## src/rtl/da_accumulator.sv

```systemverilog
// DA FIR shift-accumulate output stage: one result per frame, y/y_valid registered one cycle after ts&filter_en.
// Single-entry output register, no backpressure upstream (overwrites set overrun); DA_ACC_SAT_EN selects clamping over wrap.
module da_accumulator #(
  parameter int WORD_WIDTH = 16,
  parameter int LUT_WIDTH  = 20,
  parameter int OUT_WIDTH  = 16,
  parameter int OUT_SHIFT  = 15
) (
  input  logic                        clk,
  input  logic                        rst,
  input  logic                        filter_en,
  input  logic                        ts,
  input  logic signed [LUT_WIDTH-1:0] lut_data,
  output logic signed [OUT_WIDTH-1:0] y,
  output logic                        y_valid,
  input  logic                        y_ready,
  output logic                        overrun,
  output logic                        drop,
  output logic                        sat,
  input  logic                        clr_flags
);

  localparam int ACC_WIDTH = LUT_WIDTH + WORD_WIDTH;
  localparam int KW        = (WORD_WIDTH > 1) ? $clog2(WORD_WIDTH) : 1;
  localparam logic [KW-1:0] K_ONE = KW'(1);

  logic [KW-1:0]                r_k;
  logic signed [ACC_WIDTH-1:0]  r_acc;
  logic                         r_active;
  logic signed [OUT_WIDTH-1:0]  r_y;
  logic                         r_y_valid;
  logic                         r_overrun;
  logic                         r_drop;

  logic signed [ACC_WIDTH-1:0]  w_l;
  logic signed [ACC_WIDTH-1:0]  w_l_shk;
  logic signed [ACC_WIDTH-1:0]  w_final;
  logic signed [ACC_WIDTH-1:0]  w_s;
  logic signed [OUT_WIDTH-1:0]  w_y_next;
  logic                         w_new;
  logic                         w_drop;

  assign w_l      = {{WORD_WIDTH{lut_data[LUT_WIDTH-1]}}, lut_data};
  assign w_l_shk  = w_l << r_k;
  // The ts slice carries the sample sign bit, so its weight is negative.
  assign w_final  = r_acc - (w_l << (WORD_WIDTH - 1));
  assign w_s      = w_final >>> OUT_SHIFT;
  assign w_new    = filter_en & ts;
  assign w_drop   = ts & ~filter_en & r_active;

`ifdef DA_ACC_SAT_EN
  localparam logic signed [ACC_WIDTH-1:0] SAT_MAX =
    {{(ACC_WIDTH-OUT_WIDTH+1){1'b0}}, {(OUT_WIDTH-1){1'b1}}};
  localparam logic signed [ACC_WIDTH-1:0] SAT_MIN = ~SAT_MAX;

  logic w_clip;
  logic r_sat;

  always_comb begin
    w_clip   = 1'b0;
    w_y_next = w_s[OUT_WIDTH-1:0];
    if (w_s > SAT_MAX) begin
      w_clip   = 1'b1;
      w_y_next = SAT_MAX[OUT_WIDTH-1:0];
    end else if (w_s < SAT_MIN) begin
      w_clip   = 1'b1;
      w_y_next = SAT_MIN[OUT_WIDTH-1:0];
    end
  end

  always_ff @(posedge clk or negedge rst) begin
    if (!rst) begin
      r_sat <= 1'b0;
    end else begin
      r_sat <= (w_new & w_clip) | (r_sat & ~clr_flags);
    end
  end

  assign sat = r_sat;
`else
  logic w_unused_hi;

  assign w_y_next    = w_s[OUT_WIDTH-1:0];
  assign w_unused_hi = ^w_s[ACC_WIDTH-1:OUT_WIDTH];
  assign sat         = 1'b0;
`endif

  always_ff @(posedge clk or negedge rst) begin
    if (!rst) begin
      r_k      <= '0;
      r_acc    <= '0;
      r_active <= 1'b0;
    end else begin
      if (ts) begin
        r_k <= '0;
      end else if (filter_en) begin
        r_k <= r_k + K_ONE;
      end

      if (ts) begin
        r_active <= 1'b0;
      end else if (filter_en) begin
        r_active <= 1'b1;
      end

      // First slice loads so no explicit clear is needed between frames.
      if (filter_en && !ts) begin
        if (r_k == '0) begin
          r_acc <= w_l;
        end else begin
          r_acc <= r_acc + w_l_shk;
        end
      end
    end
  end

  always_ff @(posedge clk or negedge rst) begin
    if (!rst) begin
      r_y       <= '0;
      r_y_valid <= 1'b0;
      r_overrun <= 1'b0;
      r_drop    <= 1'b0;
    end else begin
      if (w_new) begin
        r_y       <= w_y_next;
        r_y_valid <= 1'b1;
      end else if (r_y_valid && y_ready) begin
        r_y_valid <= 1'b0;
      end
      r_overrun <= (w_new & r_y_valid & ~y_ready) | (r_overrun & ~clr_flags);
      r_drop    <= w_drop | (r_drop & ~clr_flags);
    end
  end

  assign y       = r_y;
  assign y_valid = r_y_valid;
  assign overrun = r_overrun;
  assign drop    = r_drop;

endmodule
```

## config.mk

```make
export PLATFORM = sky130hd
export DESIGN_NAME = da_accumulator
export DESIGN_NICKNAME = d
export VERILOG_FILES = /design/src/rtl/da_accumulator.sv
export SDC_FILE = /design/constraint.sdc
export NUM_CORES = 1
export LEC_CHECK = 0
export BUFFER_PORTS_ARGS = -buffer_cell sky130_fd_sc_hd__buf_2
export CAP_MARGIN = 20
export CORE_MARGIN = 1
export CORE_UTILIZATION = 67
export CTS_CLUSTER_SIZE = 30
export DETAILED_ROUTE_END_ITERATION = 7
export GPL_ROUTABILITY_DRIVEN = 0
export PLACE_DENSITY_LB_ADDON = 0.08
export RECOVER_POWER = 25
export SKIP_LAST_GASP = 1
export SYNTH_ARGS = -nofsm -noshare
export SYNTH_HDL_FRONTEND = slang
export SYNTH_SLANG_ARGS = --single-unit
```

## constraint.sdc

```tcl
create_clock -name clk -period 6.6 [get_ports clk]
set_clock_uncertainty 0.15 [all_clocks]
set_input_delay 0.33 -clock clk [delete_from_list [all_inputs] [get_ports clk]]
set_output_delay 0.33 -clock clk [all_outputs]
set_load 0.01 [all_outputs]
```

[Yosys cells after proc, flatten, opt, wreduce, memory -nomap -nowiden]
Cells that the tools add are included.
Operators by class
  shift-type cells: 1
  multiplexer cells: 7
  add/subtract/negate cells: 3
  bitwise logic cells: 12
  reductions and logical operators: 6
Operators with widths (count)
  $add 36x36->36: 1
  $mux 36: 1
  $shl 36x4->36: 1
  $sub 31x31->31: 1
  $mux 4: 2
  $and 1x1->1: 7
  $add 4x1->4 const B: 1
  $logic_not 4->1: 1
  $mux 1: 4
  $reduce_bool 2->1: 2
  $not 1->1: 3
  $logic_and 1x1->1: 2
  $or 1x1->1: 2
  $logic_not 1->1: 1
Word-level totals
  register bits after elaboration: 60
  word-level logic and storage cells: 36
  output and inout bits: 20
  bits of input ports: 26

[Logic depth before layout (Yosys ltp)]
Gate-level depths: netlist (run 1).
  depth after elaboration: 4
  gate-level depth with buffers: 17

[Least setup slack after synthesis (run 1)]
OpenSTA, ideal clock, no wires.
  kind: register to register
  start point: reg r_k[1]
  end point: reg r_acc[30]
  buffers on the path: 2
  setup time: 0.120 ns
  stages on the path, launching flop included: 13
  path slack: 2.632 ns
  clock period less this slack: 3.968 ns
  arrival: 3.698 ns
  cells stage by stage: dfrtp_1 > buf_1 > clkbuf_1 > mux4_2 > mux2i_1 > mux2i_1 > ha_1 > nand4_2 > or3_1 > or3_1 > o21a_1 > or4b_1 > and3_1
Between the ends
  word-level cells in the longest chain between the ends: 3
  elaborated cells between the ends (all ways): 4
RTL lines
  start, declared: RTL line 27  | logic [KW-1:0] r_k;
  start signal, assigned: RTL line 97  | r_k <= r_k + K_ONE;
  $shl 36x4->36: RTL line 44  | assign w_l_shk = w_l << r_k;
  $add 36x36->36: RTL line 111  | r_acc <= r_acc + w_l_shk;
  $mux 36 (*): RTL line 108  | if (r_k == '0) begin
  end signal, assigned: RTL line 109  | r_acc <= w_l;
  end signal, assigned: RTL line 111
  end, declared: RTL line 28  | logic signed [ACC_WIDTH-1:0] r_acc;
Mark *: on every way between the ends. The rest lies on a longest branch, timed or not.
A chain may end at the register's enable or synchronous reset.

[Worst setup path after layout (run 1)]
Ends and elaborated chain as after synthesis.

==> flow_summary.json, run 1 <==
{
  "syn_to_final_growth_pct": 5.95,
  "slew_headroom_pct": -107,
  "start_util_pct": 69.1,
  "yosys_register_bits": 55,
  "cts_resized": 0,
  "drtAntennaViolNets": 0,
  "netlist_area_sq_um": 5680,
  "reg2reg_depth": 10,
  "async_flop_share_pct": 100,
  "powerDensity_nw_per_um2": 358,
  "routed_via_density": 6.76,
  "drc": 0,
  "fin_crit_ns": 4.78,
  "fill_cells": 702,
  "cts.root.buffer_cell": "clkbuf_8",
  "diodes": 0,
  "ys.flop_type": "dfrtp_1",
  "total_leakage_power_nw": 2.77,
  "synthMuxAreaShare_pct": 8.75,
  "grt_setup_unrepaired": "false",
  "seqPwrFrac_pct": 25.4,
  "cts_max_path_buffers": 2,
  "post-route-period-util_pct": 72.5,
  "syn_area_per_cell_sq_um": 7.69,
  "path_clk_slew_ns": 0.11,
  "end_kind": "register",
  "grt_pass1_vias": 5251,
  "p_int_mw": 1.10,
  "post-cts-setup-buffers": 0,
  "synth-edff-count": 0,
  "yosysWarnings": 0,
  "rows": 33,
  "grt_pass1_wl_mm": 26.1,
  "cts_hold_buffers": 0,
  "cts_htree_levels": 2,
  "nets": 828,
  "hold_viol": 0,
  "synthAdderAreaFrac_pct": 11.1,
  "whs_ns": 0.0506,
  "ys_seq_area_share_pct": 24.3,
  "seqCellArea_sq_um": 1380,
  "path_max_fanout": 31,
  "comb_power_share_pct": 65.3,
  "peakVddDrop_v": 0.000181,
  "slew_viol_final": 56,
  "switchingPower_mw": 1.05,
  "cts.sinks": 55,
  "drtIter0Drc": 627,
  "clkLatencyLatePin_ns": 0.32,
  "tightest_slew_ns": 3.11,
  "synth_top_family_by_area": "compound AO/OA/AOI/OAI gates",
  "groute.usage.overall_pct": 38.2,
  "synth_cells": 738,
  "critPathKind": "register to register",
  "drive_above_1_share_pct": 10.3,
  "ys_types": 59,
  "finalSetupViolations": 0,
  "first_pass_iters": 5,
  "cts_buffers": 5,
  "synth-compound-area-share_pct": 26.0,
  "tns_ns": 0,
  "dp_hpwl_mm": 12.4,
  "arrival_ns": 4.87,
  "maxCapViolCount": 1,
  "grt_max_degree": 56,
  "ioPinCount": 46,
  "totalWireLength_mm": 16.4,
  "coreArea_sq_um": 8220,
  "p_sw_share_pct": 48.8,
  "max_freq_mhz": 209,
  "final_common_cell": "nand2_1",
  "layout_common_cells": "nand2_1, a21oi_1, o21ai_0, nor2_1, dfrtp_1",
  "pwr-share-clk_pct": 9.3,
  "die_height_microns": 94.0,
  "wl_per_cell_microns": 19.1,
  "required_ns": 6.68,
  "dieWidth_microns": 94.0,
  "dieArea_sq_um": 8840,
  "violations": "capacitance limit, slew limit",
  "antenna_found_initial": 0,
  "synth-xor-area-share_pct": 5.25,
  "synth-simple-area-share_pct": 19.9,
  "status": "complete, but fails checks",
  "cts_tree": "yes",
  "min_delay_path_depth": 2,
  "worstHoldPathType": "input port to register",
  "vias": 5806,
  "port_buffers": 44,
  "syn-num-nets": 813,
  "start_kind": "register",
  "overflow": 0,
  "multi_input_comb_area_sq_um": 4030
}
-- sequential cells by signal, summed over array words and instances, names as in the netlist --
name / flops
r_active: 1
drop: 1
overrun: 1
r_k: 4
y_valid: 1
y: 16
r_acc: 31
-- cells in the mapped netlist (5+ instances only) --
master    number  share of area, %
a211oi_1       5              0.66
a21o_1        17               2.2
a21oi_1       82               7.2
a31oi_1       12               1.3
and3_1         7              0.77
clkbuf_1      35               2.3
dfrtp_1       55                24
ha_1          47                10
inv_1         25               1.7
mux2_2         5              0.99
mux2i_1       26               4.6
mux4_2         8               3.2
nand2_1      101               6.7
nand2b_1       5              0.55
nand3_1       13               1.1
nand4_1       14               1.5
nor2_1        64               4.2
nor2b_1        8              0.88
nor3_1        14               1.2
o211a_1        5              0.88
o21a_1         9               1.2
o21ai_0       68               6.0
o21bai_1       5              0.66
o22ai_1        6              0.66
o31ai_1        5              0.66
or3_1         10               1.1
xnor2_1       18               2.8
xor2_1        16               2.5
-- per-stage QoR --
| step | cell area, sq um | instances | util, % | setup slack [ns] | power [mW] |
|---|---|---|---|---|---|
| after global placement | 5900 | 850 | 71.8 | 2.05 | 1.86 |
| after global routing | 6010 | 859 | 73.2 | 1.64 | 2.33 |
| after CTS | 5990 | 858 | 72.9 | 1.92 | 2.11 |
| after floorplan | 5680 | 738 | - | 2.63 | 1.58 |
| final | 6010 | 859 | 73.2 | 1.82 | 2.15 |
| after detailed placement | 5900 | 850 | 71.8 | 1.93 | 1.91 |
-- worst paths after layout --
kind,endpoint,startpoint,slack [ns]
worst max-delay path,r_acc[30]$_DFFE_PN0P_,r_k[1]$_DFFE_PN0P_,1.82
worst min-delay path,overrun$_DFF_PN0_,clr_flags,0.05
worst max register to register,r_acc[30]$_DFFE_PN0P_,r_k[1]$_DFFE_PN0P_,1.82
worst min register to register,y[5]$_DFFE_PN0P_,y[5]$_DFFE_PN0P_,0.34
max in group asynchronous,r_acc[15]$_DFFE_PN0P_,rst,3.58
min in group asynchronous,drop$_DFF_PN0_,rst,0.97
-- power groups by stage --
stage	registers [mW]	clock network (mW)	logic, mW
4_1_cts	0.546	0.205	1.36
5_1_grt	0.558	0.217	1.55
2_1_floorplan	0.538	0	1.04
3_5_place_dp	0.553	0	1.36
6_report	0.546	0.201	1.41
3_3_place_gp	0.548	0	1.32
-- logic make-up (layout without fill, tap and decap cells) --
group | count (synthesis) | in the layout
AND/OR/NAND/NOR | 249 | 249
AO/OA/AOI/OAI | 242 | 242
buffers and inverters | 69 | 85
flip-flops | 55 | 55
adder cells (fa/ha/maj) | 49 | 49
multiplexers | 39 | 39
XOR/XNOR | 34 | 34
other | 1 | 1
-- per-layer routing --
layer / track usage (%) / share of wire [%] / vias up
met5: 0 / 0 / -
met4: 11.9 / 1.8 / 0
met3: 6.31 / 10 / 28
met2: 61.3 / 46 / 371
met1: 52.3 / 42 / 2708
li1: - / - / 2699
-- critical path: stages (launching register included) --
cell and delay (ns):
dfrtp_1 1.12, mux4_2 0.64, o21ai_0 0.33, o21ai_0 0.15
ha_1 0.51, nand4_2 0.18, or3_1 0.38, or3_1 0.32
o21a_1 0.23, or4b_1 0.48, and3_1 0.19
-- cell type report --
| cell class | count | share of cell area [%] |
|---|---|---|
| multi-input combinational | 614 | 67.0 |
| sequential | 55 | 22.9 |
| timing repair buffer | 51 | 4.81 |
| tap | 105 | 2.18 |
| inverter | 26 | 1.62 |
| clock buffer | 5 | 1.14 |
| clock inverter | 3 | 0.312 |
(Power assumes the default switching activity.)
==> run 2: changes to the inputs <==
--- a/config.mk
+++ b/config.mk
@@ -8,7 +8,7 @@
 export BUFFER_PORTS_ARGS = -buffer_cell sky130_fd_sc_hd__buf_2
 export CAP_MARGIN = 20
 export CORE_MARGIN = 1
-export CORE_UTILIZATION = 67
+export CORE_UTILIZATION = 56
 export CTS_CLUSTER_SIZE = 30
 export DETAILED_ROUTE_END_ITERATION = 7
 export GPL_ROUTABILITY_DRIVEN = 0
==> constraint.sdc (replaced) <==
create_clock -name clk -period 4.3 [get_ports clk]
set_clock_uncertainty 0.15 [all_clocks]
set_input_delay 0.215 -clock clk [delete_from_list [all_inputs] [get_ports clk]]
set_output_delay 0.215 -clock clk [all_outputs]
set_load 0.01 [all_outputs]
==> flow_summary.json, run 2 (synthesized netlist as in run 1, its figures left out) <==
{
  "final_common_cell": "nand2_1",
  "nets": 841,
  "cts_htree_levels": 2,
  "start_kind": "register",
  "cts.sinks": 55,
  "dp_slack_ns": 0.227,
  "dieWidth_microns": 103,
  "groute.usage.overall_pct": 33.9,
  "grt_pass1_vias": 5330,
  "path_max_fanout": 17,
  "grt_pass1_wl_mm": 27.1,
  "regMostFlops": "r_acc",
  "fin_cells": 899,
  "utilization_pct": 62.6,
  "dp_hpwl_mm": 13.0,
  "dp.cells": 889,
  "end_kind": "register",
  "path_clk_slew_ns": 0.12,
  "ioPinCount": 46,
  "clkLatencyLatePin_ns": 0.34,
  "coreArea_sq_um": 9820,
  "dpl-instance-area_sq_um": 6040,
  "drtIter0Drc": 518,
  "rrSetupSlack_ns": 0.27,
  "peakVddDrop_v": 0.000313,
  "worstHoldPathType": "input port to register",
  "first_pass_iters": 5,
  "final_area_sq_um": 6150,
  "antenna_found_initial": 0,
  "slew_headroom_pct": 15.1,
  "routed_via_density": 6.43,
  "totalWireLength_mm": 17.0,
  "syn_to_final_growth_pct": 8.31,
  "post-cts-setup-buffers": 0,
  "path_cells": "buf_12, mux2i_1, nor2_1, a31oi_1, nor2_1, a21oi_1, nor2_1, ha_1, a41o_1, a221o_1, a21oi_1, o31a_1, o21ai_0, mux2i_1, nand2_1",
  "multi_input_comb_area_sq_um": 4030,
  "seqCellArea_sq_um": 1380,
  "post-route-period-util_pct": 93.7,
  "cp_num_buf_inv": 1,
  "tns_ns": 0,
  "die_height_microns": 103,
  "crit_family": "compound AO/OA/AOI/OAI gates",
  "rr_startpoint": "r_k[1]$_DFFE_PN0P_",
  "drtAntennaViolNets": 0,
  "critPathMaxStageDelay_ns": 0.56,
  "required_ns": 4.36,
  "wl_per_cell_microns": 19.0,
  "crit_path_frequent_cell": "nor2_1",
  "rows": 36,
  "cts.root.buffer_cell": "clkbuf_8",
  "hold_path_end": "r_acc[16]$_DFFE_PN0P_",
  "fin_crit_ns": 4.03,
  "cts_buffers": 5,
  "drc": 0,
  "max_freq_mhz": 248,
  "start_util_pct": 57.8,
  "vias": 5784,
  "grt_setup_unrepaired": "false",
  "maxCapViolCount": 0,
  "reg2reg_depth": 15,
  "powerDensity_nw_per_um2": 540,
  "fin_ws_ns": 0.273,
  "arrival_ns": 4.09,
  "grt_max_degree": 38,
  "min-delay-start": "lut_data[16]",
  "cts_tree": "yes",
  "diodes": 0,
  "critPathKind": "register to register",
  "slew_viol_final": 0,
  "r2r_end": "r_acc[19]$_DFFE_PN0P_",
  "tightest_slew_ns": 1.27,
  "dieArea_sq_um": 10500,
  "overflow": 0,
  "min_delay_path_depth": 3,
  "total_leakage_power_nw": 2.79,
  "status": "finished, final reports clean",
  "fill_cells": 918,
  "fin_total_pwr_mw": 3.32,
  "largest_reg_flops": 31,
  "slowest_stage": "dfrtp_2",
  "hold_viol": 0,
  "whs_ns": 0.0381,
  "finalSetupViolations": 0,
  "layout_common_cells": "nand2_1, a21oi_1, o21ai_0, nor2_1, dfrtp_1",
  "port_buffers": 44,
  "cts_max_path_buffers": 2,
  "drive_above_1_share_pct": 10.2
}
[run 2: how the worst max path moves through the flow]
stage | start | endpoint | cells after the start
3_5_place_dp | r_k[1]$_DFFE_PN0P_ | r_acc[30]$_DFFE_PN0P_ | 14
3_3_place_gp | r_k[1]$_DFFE_PN0P_ | r_acc[30]$_DFFE_PN0P_ | 14
4_1_cts | r_k[1]$_DFFE_PN0P_ | r_acc[30]$_DFFE_PN0P_ | 14
5_1_grt | r_k[1]$_DFFE_PN0P_ | r_acc[30]$_DFFE_PN0P_ | 14
2_1_floorplan | r_k[1]$_DFFE_PN0P_ | r_acc[30]$_DFFE_PN0P_ | 12
6_report | r_k[1]$_DFFE_PN0P_ | r_acc[19]$_DFFE_PN0P_ | 15
[run 2: per-layer routing]
metal / track usage, % / up-vias / routed length (microns)
li1: - / 2728 / -
met1: 43.9 / 2711 / 7110
met2: 55.5 / 293 / 7820
met3: 5.90 / 52 / 1450
met4: 14.6 / 0 / 664
met5: 0 / - / 0
[run 2: report_power, final]
group	switching [mW]	internal (mW)	leakage, nW
Clock	0.199	0.115	0.0406
Sequential	0.147	0.687	0.674
Combinational	1.27	0.901	2.08
Total	1.62	1.70	2.79
[run 2: what timing repair did]
action,4_1_cts,5_1_grt
setup endpoints to repair,0,4
resized for setup,0,1
hold buffers,3,0
hold endpoints to repair,23,0
[run 2: final cells by class]
class,instances,area share (%)
repair buffers,64,6.33
clock buffers,5,1.12
well taps,133,2.71
multi-input cells,614,65.6
clock inverters,2,0.265
flip-flops and latches,55,22.4
inverters,26,1.59
[run 2: worst register-to-register path, cell delays in order (launching register included)]
cell	delay (ns)
dfrtp_2	0.56
buf_12	0.19
mux2i_1	0.25
nor2_1	0.07
a31oi_1	0.21
nor2_1	0.06
a21oi_1	0.21
nor2_1	0.08
ha_1	0.36
a41o_1	0.27
a221o_1	0.38
a21oi_1	0.17
o31a_1	0.32
o21ai_0	0.23
mux2i_1	0.32
nand2_1	0.09
==> run 3: changes to the inputs <==
--- a/config.mk
+++ b/config.mk
@@ -5,6 +5,7 @@
 export SDC_FILE = /design/constraint.sdc
 export NUM_CORES = 1
 export LEC_CHECK = 0
+export ABC_AREA = 1
 export BUFFER_PORTS_ARGS = -buffer_cell sky130_fd_sc_hd__buf_2
 export CAP_MARGIN = 20
 export CORE_MARGIN = 1
==> flow_summary.json, run 3 <==
{
  "overflow": 0,
  "synth_top_area_share_pct": 22.8,
  "grt_setup_unrepaired": "false",
  "path_clk_slew_ns": 0.11,
  "synth_top_family_by_area": "simple AND/OR/NAND/NOR gates",
  "path_max_fanout": 29,
  "synth_most_common_cell": "nand2_1",
  "nets": 1094,
  "maxCapViolCount": 0,
  "rrSetupSlack_ns": 0.66,
  "layout_common_cells": "nand2_1, inv_1, nor2_1, o21ai_0, a21oi_1",
  "fin_total_pwr_mw": 2.81,
  "ys_top_cells_by_area": "dfrtp_1, nand2_1, ha_1, inv_1, o21ai_0",
  "cts.root.buffer_cell": "clkbuf_8",
  "rr_startpoint": "r_k[0]$_DFFE_PN0P_",
  "slew_headroom_pct": 2.49,
  "cts.sinks": 55,
  "ys_seq_area_share_pct": 22.8,
  "startpoint": "r_k[0]$_DFFE_PN0P_",
  "synth-edff-count": 0,
  "final_common_cell": "nand2_1",
  "synth_commonest_cells": "nand2_1, inv_1, nor2_1",
  "drc": 0,
  "yosys_register_bits": 55,
  "diodes": 0,
  "dieArea_sq_um": 11200,
  "min-delay-start": "lut_data[0]",
  "cts_buffers": 5,
  "drtIter0Drc": 556,
  "wl_per_cell_microns": 15.3,
  "finalSetupViolations": 0,
  "totalWireLength_mm": 17.7,
  "hold_viol": 0,
  "clkLatencyLatePin_ns": 0.33,
  "final_area_sq_um": 6460,
  "slew_viol_final": 0,
  "post-route-period-util_pct": 84.6,
  "crit_path_frequent_cell": "nand2_1",
  "ys_types": 44,
  "synth_top_area_cell": "dfrtp_1",
  "worstHoldPathType": "input port to register",
  "r2r_end": "r_acc[22]$_DFFE_PN0P_",
  "ys.flop_type": "dfrtp_1",
  "dieWidth_microns": 106,
  "reg2reg_depth": 17,
  "async_flop_share_pct": 100,
  "tightest_slew_ns": 1.46,
  "grt_pass1_wl_mm": 29.1,
  "first_pass_iters": 6,
  "regMostFlops": "r_acc",
  "cts_htree_levels": 2,
  "crit_path_end": "r_acc[22]$_DFFE_PN0P_",
  "start_kind": "register",
  "groute.usage.overall_pct": 33.2,
  "critPathKind": "register to register",
  "max_freq_mhz": 275,
  "coreArea_sq_um": 10400,
  "antenna_found_initial": 0,
  "synth_cells": 983,
  "rows": 37,
  "syn_to_final_growth_pct": 7.14,
  "drive_above_1_share_pct": 5.79,
  "path_cells": "buf_4, o21ai_0, o21ai_0, nor2_1, a31oi_1, o21ai_0, ha_1, nand2_1, nor2_2, and3_2, nand2_1, nand2_2, nand3_1, nand2_1, nand2_1, nand3_1, a21oi_1",
  "port_buffers": 44,
  "status": "finished, final reports clean",
  "critPathMaxStageDelay_ns": 0.54,
  "synth-xor-area-share_pct": 2.62,
  "dpl-instance-area_sq_um": 6320,
  "die_height_microns": 106,
  "required_ns": 4.34,
  "slowest_stage": "dfrtp_1",
  "netlist_area_sq_um": 6030,
  "powerDensity_nw_per_um2": 435,
  "syn_area_per_cell_sq_um": 6.13,
  "drtAntennaViolNets": 0,
  "cts_tree": "yes",
  "largest_reg_flops": 31,
  "cts_max_path_buffers": 2,
  "ioPinCount": 46,
  "synth-simple-area-share_pct": 35.7,
  "fin_crit_ns": 3.64,
  "start_util_pct": 58.1,
  "grt_max_degree": 56,
  "synth-compound-area-share_pct": 17.0,
  "peakVddDrop_v": 0.000191,
  "routed_via_density": 5.52,
  "total_leakage_power_nw": 3.39,
  "end_kind": "register",
  "vias": 6375,
  "tns_ns": 0,
  "post-cts-setup-buffers": 0,
  "yosysWarnings": 0,
  "grt_pass1_vias": 6018,
  "arrival_ns": 3.68,
  "syn-num-nets": 1058,
  "synthAdderAreaFrac_pct": 10.4,
  "dp_hpwl_mm": 13.9,
  "synthMuxAreaShare_pct": 1.66
}
## run 3: cell count changes after synthesis, sizes merged, moves of 17 or more
| cell | before | now |
|---|---|---|
| a21oi | 82 | 65 |
| clkbuf | 36 | 13 |
| inv | 25 | 112 |
| nand2 | 101 | 337 |
| nand3 | 13 | 58 |
| nor2 | 64 | 91 |
## run 3: cell type report
type                            count  area [sq um]
Tap cell                          136           170
Inverter                          113           424
Sequential cell                    55          1380
Clock inverter                      2          37.5
Timing Repair Buffer               58           312
Fill cell                        1079          3910
Multi-Input combinational cell    786          4070
Clock buffer                        5          68.8
## run 3: how the worst min path moves through the flow
stage,endpoint,slack [ns],cells past startpoint
after detailed placement,r_acc[1]$_DFFE_PN0P_,0.26,2
after floorplan,drop$_DFF_PN0_,-0.23,0
after global placement,r_acc[1]$_DFFE_PN0P_,0.26,2
after global routing,r_acc[0]$_DFFE_PN0P_,0.03,3
final,r_acc[0]$_DFFE_PN0P_,0.03,3
after CTS,r_acc[0]$_DFFE_PN0P_,0.03,3
## run 3: power breakdown
| group | switching [mW] | total [mW] | leakage [nW] | internal, mW |
|---|---|---|---|---|
| combinational | 1.09 | 1.71 | 2.68 | 0.618 |
| clock | 0.185 | 0.356 | 0.0502 | 0.171 |
| sequential | 0.101 | 0.743 | 0.662 | 0.642 |
| total | 1.38 | 2.81 | 3.39 | 1.43 |
## run 3: metal layers
layer	routed length (microns)	up-vias	global-route usage [%]
li1	-	3266	-
met3	1140	50	3.90
met2	7590	230	54.1
met1	8260	2829	44.8
met4	673	0	13.6
met5	0	-	0
## run 3: cell families after synthesis
kind of cell | after synthesis
adders and majority gates | 49
AOI/OAI and AO/OA | 186
and+or+nand+nor | 522
other | 1
xor gates and xnor gates | 18
buffers and inverters | 142
DFF | 55
muxes | 10
## run 3: repair_timing
action	4_1_cts	5_1_grt
resized for setup	0	0
hold buffers	6	0
endpoints found under the hold margin	59	0
## run 3: critical path, delay by kind of cell, from the launching register on
family,cells,cell delay (ns)
compound gates,5,0.97
fa+ha+maj,1,0.39
simple gates,10,1.13
buf+inv,1,0.33
flops,1,0.54
## run 3: per-stage QoR
step,hold WS (ns),util [%],cells,worst slack [ns]
2_1_floorplan,-0.231,-,983,1.60
3_3_place_gp,0.259,61.0,1142,0.855
3_5_place_dp,0.261,61.0,1142,0.841
4_1_cts,0.0268,62.6,1155,0.757
5_1_grt,0.0333,62.3,1155,0.405
6_report,0.0286,62.3,1155,0.663
